==> src/rtl/mio_bus_responder.sv <==
// CPU memory/IO bus responder: decodes RAM, switches, LEDs and a free-running counter,
// inserting RAM wait states. Define MIO_BUS_ERR_EN to add the bus_err output.
module mio_bus_responder #(
    parameter int unsigned RAM_WAIT = 2,
    parameter int unsigned RAM_AW   = 10
) (
    input  logic              clk,
    input  logic              rst_n,
    input  logic              CPU_MIO,
    input  logic              MemRW,
    input  logic [31:0]       Addr_in,
    input  logic [31:0]       Data_out,
    output logic [31:0]       Data_in,
    output logic              MIO_ready,
    output logic [RAM_AW-1:0] ram_addr,
    output logic [31:0]       ram_din,
    output logic              ram_we,
    input  logic [31:0]       ram_dout,
    input  logic [15:0]       sw,
`ifdef MIO_BUS_ERR_EN
    output logic              bus_err,
`endif
    output logic [15:0]       led
);

    localparam logic [1:0] StIdle = 2'd0;
    localparam logic [1:0] StWait = 2'd1;
    localparam logic [1:0] StResp = 2'd2;

    localparam logic [3:0] WaitInit = 4'(RAM_WAIT - 1);

    logic [1:0]        state_q, state_d;
    logic [3:0]        wcnt_q, wcnt_d;
    logic [RAM_AW-1:0] ram_idx_q, ram_idx_d;
    logic [31:0]       wdata_q, wdata_d;
    logic              we_q, we_d;
    logic [31:0]       data_in_q, data_in_d;
    logic [15:0]       led_q, led_d;
    logic [31:0]       cnt_q, cnt_d;

    logic [31:0] word_addr;
    logic        hit_ram, hit_sw, hit_led, hit_cnt, hit_none;
    logic [31:0] periph_rdata;

    // Byte lanes are never decoded.
    logic unused_addr;
    assign unused_addr = ^Addr_in[1:0];

    assign word_addr = {Addr_in[31:2], 2'b00};
    assign hit_ram   = (Addr_in[31:28] == 4'h0);
    assign hit_sw    = (word_addr == 32'hE000_0000);
    assign hit_led   = (word_addr == 32'hF000_0000);
    assign hit_cnt   = (word_addr == 32'hF000_0004);
    assign hit_none  = !(hit_ram || hit_sw || hit_led || hit_cnt);

    always_comb begin
        periph_rdata = 32'h0;
        if (hit_sw) begin
            periph_rdata = {16'h0, sw};
        end else if (hit_led) begin
            periph_rdata = {16'h0, led_q};
        end else if (hit_cnt) begin
            periph_rdata = cnt_q;
        end
    end

`ifdef MIO_BUS_ERR_EN
    logic err_q, err_d;
`endif

    always_comb begin
        state_d   = state_q;
        wcnt_d    = wcnt_q;
        ram_idx_d = ram_idx_q;
        wdata_d   = wdata_q;
        we_d      = we_q;
        data_in_d = data_in_q;
        led_d     = led_q;
        cnt_d     = cnt_q + 32'd1;
`ifdef MIO_BUS_ERR_EN
        err_d     = err_q;
`endif
        case (state_q)
            StIdle: begin
                if (CPU_MIO) begin
                    ram_idx_d = Addr_in[RAM_AW+1:2];
                    wdata_d   = Data_out;
                    we_d      = MemRW;
                    if (hit_ram) begin
                        state_d = StWait;
                        wcnt_d  = WaitInit;
`ifdef MIO_BUS_ERR_EN
                        err_d   = 1'b0;
`endif
                    end else begin
                        // Peripherals complete on the accept edge itself.
                        state_d = StResp;
`ifdef MIO_BUS_ERR_EN
                        err_d   = hit_none || (hit_sw && MemRW);
`endif
                        if (!MemRW) begin
                            data_in_d = periph_rdata;
                        end else if (hit_led) begin
                            led_d = Data_out[15:0];
                        end else if (hit_cnt) begin
                            cnt_d = Data_out;
                        end
                    end
                end
            end
            StWait: begin
                if (wcnt_q == 4'd0) begin
                    state_d = StResp;
                    if (!we_q) begin
                        data_in_d = ram_dout;
                    end
                end else begin
                    wcnt_d = wcnt_q - 4'd1;
                end
            end
            StResp: begin
                state_d = StIdle;
            end
            default: begin
                state_d = StIdle;
            end
        endcase
    end

    always_ff @(posedge clk) begin
        if (!rst_n) begin
            state_q   <= StIdle;
            wcnt_q    <= 4'd0;
            ram_idx_q <= '0;
            wdata_q   <= 32'h0;
            we_q      <= 1'b0;
            data_in_q <= 32'h0;
            led_q     <= 16'h0;
            cnt_q     <= 32'h0;
`ifdef MIO_BUS_ERR_EN
            err_q     <= 1'b0;
`endif
        end else begin
            state_q   <= state_d;
            wcnt_q    <= wcnt_d;
            ram_idx_q <= ram_idx_d;
            wdata_q   <= wdata_d;
            we_q      <= we_d;
            data_in_q <= data_in_d;
            led_q     <= led_d;
            cnt_q     <= cnt_d;
`ifdef MIO_BUS_ERR_EN
            err_q     <= err_d;
`endif
        end
    end

    // In IDLE the RAM sees the live address so its one-cycle read latency overlaps the
    // accept edge; this keeps RAM_WAIT = 1 correct.
    assign ram_addr  = (state_q == StIdle) ? Addr_in[RAM_AW+1:2] : ram_idx_q;
    assign ram_din   = wdata_q;
    assign ram_we    = rst_n && (state_q == StWait) && (wcnt_q == 4'd0) && we_q;
    assign MIO_ready = (state_q == StResp);
    assign Data_in   = data_in_q;
    assign led       = led_q;
`ifdef MIO_BUS_ERR_EN
    assign bus_err   = (state_q == StResp) && err_q;
`endif

endmodule

==> config.mk <==
export PLATFORM = sky130hd
export DESIGN_NAME = mio_bus_responder
export DESIGN_NICKNAME = d
export VERILOG_FILES = /design/src/rtl/mio_bus_responder.sv
export SDC_FILE = /design/constraint.sdc
export NUM_CORES = 1
export LEC_CHECK = 0
export CAP_MARGIN = 20
export CORE_UTILIZATION = 45
export DETAILED_ROUTE_END_ITERATION = 8
export PLACE_DENSITY_LB_ADDON = 0.1
export SETUP_SLACK_MARGIN = 0.3
export SLEW_MARGIN = 30
export SYNTH_ARGS = -nofsm -noshare
export SYNTH_HDL_FRONTEND = slang
export SYNTH_SLANG_ARGS = --single-unit
==> constraint.sdc <==
create_clock -name clk -period 2.23 [get_ports clk]
set_input_delay 0.223 -clock clk [delete_from_list [all_inputs] [get_ports clk]]
set_output_delay 0.223 -clock clk [all_outputs]
set_load 0.005 [all_outputs]
==> impl_metrics.ini <==
[final_layout]
area_delta_synth_final_pct = 67.4
design_area_um2 = 9810
finalNonFillerCells = 1151
final_layout_size_suffix_gt1_share_pct = 22.4
fill_cells = 853
num-nets-final = 1086
num_antenna_cells = 0

[timing]
rsz0062_at_grt = yes
totalNegativeSetupSlack_ps = 0
timing_worst_slew_pin_value_ps = 498
finalClockSkew_ps = 4.04
setup_violating_endpoint_count_in_the_final_report = 0
timing.max_slew.rel_slack_pct = 66.8
finalHoldViolCount = 0
finalCritPeriodShare_pct = 93.2
report.final.slew_viol_count = 0
timing.fmax_mhz = 481
period_minus_slack_ps = 2080

[pwr]
clock_share_of_power_pct = 44.4
share_of_power_burned_in_combinational_logic_pct = 14.7
power_density_nw_per_um2 = 615
internal-power_mw = 4.63
ir_drop_mv = 0.516
p_leak_nw = 3.88
total_power_mw = 6.04
sw_share_pct = 23.3
p_seq_share_pct = 40.8
power.net_switching_mw = 1.41

[setup_path]
endpoint_kind = register
critPathMaxFanout = 3
critical_path_launch_point_type = register
crit_chain = buf_6 -> nor3b_4 -> nand2_2 -> buf_6 -> buf_4 -> buf_4 -> buf_4 -> buf_6 -> buf_4 -> buf_4 -> buf_4 -> buf_6 -> a21oi_2
setup.reg_to_reg.worst_slack_ps = 150
r2r_cells = 13
critPathArrivalTime_ps = 2430
max_stage_delay_ps = 320
crit_type = reg -> reg
regToRegEndpoint = we_q
r2r_start = state_q[0]
critPathSlowestCell = sky130_fd_sc_hd__dfxtp_2
path_common_cell = sky130_fd_sc_hd__buf_4
worst_ep_required_time_ps = 2580

[cts]
clock_tree.root_cell = sky130_fd_sc_hd__clkbuf_16
cts_max_level = 4
clock_tree.buffer_depth = 2
tritoncts.num_buffers = 17
clkLatencyLatePin_ps = 420
cts.sinks = 129
hold_buffers = 0
cts.reportedPaths.clkPinSlew_ps = 50
cts_tree = built

[logic_synthesis]
yosys_register_bits = 129
async_flop_share_pct = 0
post_synth.cell_area_avg_um2 = 8.29
seq_area_frac_synth_pct = 44.1
ys_types = 44
synthesis.nets = 826
mapped_area_um2 = 5860
syn-instance-count = 707
yosys_warnings = 0
synth_edf_count = 0
synth_flop_cell = sky130_fd_sc_hd__dfxtp_1

[worst_hold_path]
holdPathEnd = ram_idx_q[9]
hp-class = in -> reg
hold-path-cell-count = 3
min-delay-start = Addr_in[11]

[routing]
drc_errors = 0
first_iter_violations = 625
firstDrtPassIters = 5
via_count = 6648
vias_per_cell = 5.78
routed_wire_length_um = 21900
wl_per_cell_um = 19.0
drt.antenna.violating_nets = 0

[floorplanning]
core_region_area_um2 = 12700
floorplan.initialDensity_pct = 46.3
design.portCount = 208
die-width_um = 116
design.die.area_um2 = 13500
total_number_of_placement_rows = 41
die_h_um = 116

[global_routing]
gr-total-overflow = 0
grt.total_usage_pct = 31.6
first_pass_grt_wire_length_um = 32200
initial_antenna_violation_count = 0
first_global_vias = 6397
pin_count_of_the_biggest_net_entering_global_routing = 48

[placed_design]
portBuffers = 205
placedInstanceArea_um2 = 8350
finalWeightedCongestion = 0.877
hpwl_um = 14000
placed_cells_incl_taps = 1080

[outcome]
status = complete, no violations

[job]
maxCapViolations = 0
-- layer usage --
| layer | wire length (um) | global-route usage (%) | vias up |
|---|---|---|---|
| met5 | 0 | 0 | - |
| met4 | 821 | 17.6 | 0 |
| met3 | 2090 | 8.20 | 69 |
| met2 | 10400 | 50.7 | 401 |
| met1 | 8590 | 38.8 | 3152 |
| li1 | - | - | 3026 |
-- registers in the layout, indices dropped and copies added, names as in the netlist --
signal	count
we_q	1
wcnt_q	4
cnt_q	32
ram_din	32
Data_in	32
ram_idx_q	10
state_q	2
led	16
-- cell families after synthesis --
| logic type | after synthesis | share of synthesized area [%] |
|---|---|---|
| fa+ha+maj | 3 | 0.640 |
| compound gates | 181 | 18.4 |
| flops | 129 | 44.1 |
| buf+inv | 60 | 4.27 |
| simple gates | 259 | 20.3 |
| mux | 43 | 7.56 |
| xor+xnor | 32 | 4.78 |
-- critical path: cells and delay by family, from the launching register on --
family,cells,cell delay [ps]
buffers and inverters,10,1190
and+or+nand+nor,2,360
AOI/OAI and AO/OA,1,130
DFF,1,320
-- cells in the final DEF, fill, tap and decap left out, types with 9 or more instances in the layout --
| master | n |
|---|---|
| sky130_fd_sc_hd__clkdlybuf4s50_1 | 174 |
| sky130_fd_sc_hd__dfxtp_1 | 121 |
| sky130_fd_sc_hd__nand2_1 | 111 |
| sky130_fd_sc_hd__nor2_1 | 66 |
| sky130_fd_sc_hd__a21oi_1 | 61 |
| sky130_fd_sc_hd__buf_4 | 59 |
| sky130_fd_sc_hd__o21ai_0 | 48 |
| sky130_fd_sc_hd__mux2i_1 | 31 |
| sky130_fd_sc_hd__a221oi_1 | 30 |
| sky130_fd_sc_hd__xnor2_1 | 22 |
| sky130_fd_sc_hd__clkbuf_16 | 17 |
| sky130_fd_sc_hd__buf_6 | 16 |
| sky130_fd_sc_hd__dlygate4sd2_1 | 11 |
| sky130_fd_sc_hd__nand3_1 | 10 |
| sky130_fd_sc_hd__buf_2 | 10 |
| sky130_fd_sc_hd__o21ai_2 | 9 |
| sky130_fd_sc_hd__xor2_1 | 9 |
| sky130_fd_sc_hd__a211oi_2 | 9 |
-- cells in the mapped netlist, types with 3 or more instances --
| cell | instances | share of area (%) |
|---|---|---|
| sky130_fd_sc_hd__xor2_1 | 9 | 1.3 |
| sky130_fd_sc_hd__dfxtp_1 | 129 | 44 |
| sky130_fd_sc_hd__buf_1 | 4 | 0.26 |
| sky130_fd_sc_hd__a21oi_1 | 64 | 5.5 |
| sky130_fd_sc_hd__nand2_1 | 113 | 7.2 |
| sky130_fd_sc_hd__ha_1 | 3 | 0.64 |
| sky130_fd_sc_hd__mux2_2 | 10 | 1.9 |
| sky130_fd_sc_hd__nand3_1 | 12 | 1.0 |
| sky130_fd_sc_hd__inv_1 | 8 | 0.51 |
| sky130_fd_sc_hd__nor4_1 | 11 | 1.2 |
| sky130_fd_sc_hd__a211oi_1 | 11 | 1.4 |
| sky130_fd_sc_hd__buf_2 | 8 | 0.68 |
| sky130_fd_sc_hd__mux2i_1 | 33 | 5.6 |
| sky130_fd_sc_hd__xnor2_1 | 23 | 3.4 |
| sky130_fd_sc_hd__clkbuf_1 | 38 | 2.4 |
| sky130_fd_sc_hd__or4_1 | 4 | 0.51 |
| sky130_fd_sc_hd__nor4b_1 | 5 | 0.75 |
| sky130_fd_sc_hd__nor3_1 | 8 | 0.68 |
| sky130_fd_sc_hd__nor2b_1 | 3 | 0.32 |
| sky130_fd_sc_hd__nor2_1 | 74 | 4.7 |
| sky130_fd_sc_hd__and4_1 | 4 | 0.60 |
| sky130_fd_sc_hd__o21ai_0 | 67 | 5.7 |
| sky130_fd_sc_hd__nand4_1 | 8 | 0.85 |
| sky130_fd_sc_hd__a221oi_1 | 32 | 4.8 |
-- how the worst max path moves through the flow --
stage                start        end  slack [ps]
3_3_place_gp   Addr_in[29]  cnt_q[31]        -360
6_report        state_q[0]       we_q         150
5_1_grt         state_q[0]       we_q         110
2_1_floorplan  Addr_in[24]  cnt_q[18]         250
3_5_place_dp   Addr_in[24]  cnt_q[23]        -410
4_1_cts        Addr_in[27]  cnt_q[12]         220
-- area by class of cell --
cell class	count	area, um^2	share of cell area, %
Tap cell	172	215	2.19
Clock inverter	6	80.1	0.816
Inverter	8	30.0	0.306
Multi-Input combinational cell	518	3480	35.5
Timing Repair Buffer	293	2930	29.8
Sequential cell	129	2590	26.4
Clock buffer	25	485	4.95
-- power groups by stage --
stage	Combinational [mW]	Sequential [mW]	Clock, mW
final	0.890	2.46	2.68
after detailed placement	0.817	2.51	0
after global routing	0.955	2.47	2.80
after floorplan	0.281	2.50	0
after global placement	0.805	2.50	0
after CTS	0.846	2.46	2.70
-- what timing repair did --
item,4_1_cts,5_1_grt
setup buffers,24,9
pin swaps,17,22
resized for setup,144,68
cloned,6,1
endpoints found under the setup margin,77,69
-- metrics by stage --
step | hold slack (ps) | util [%] | setup WS, ps
global route | 136 | 77.5 | 114
global placement | 441 | 65.9 | -359
floorplan | 359 | - | 252
finish | 121 | 77.5 | 152
detailed placement | 447 | 65.9 | -405
CTS | 221 | 74.5 | 216
Note: power is estimated with default switching activity, not from simulation.
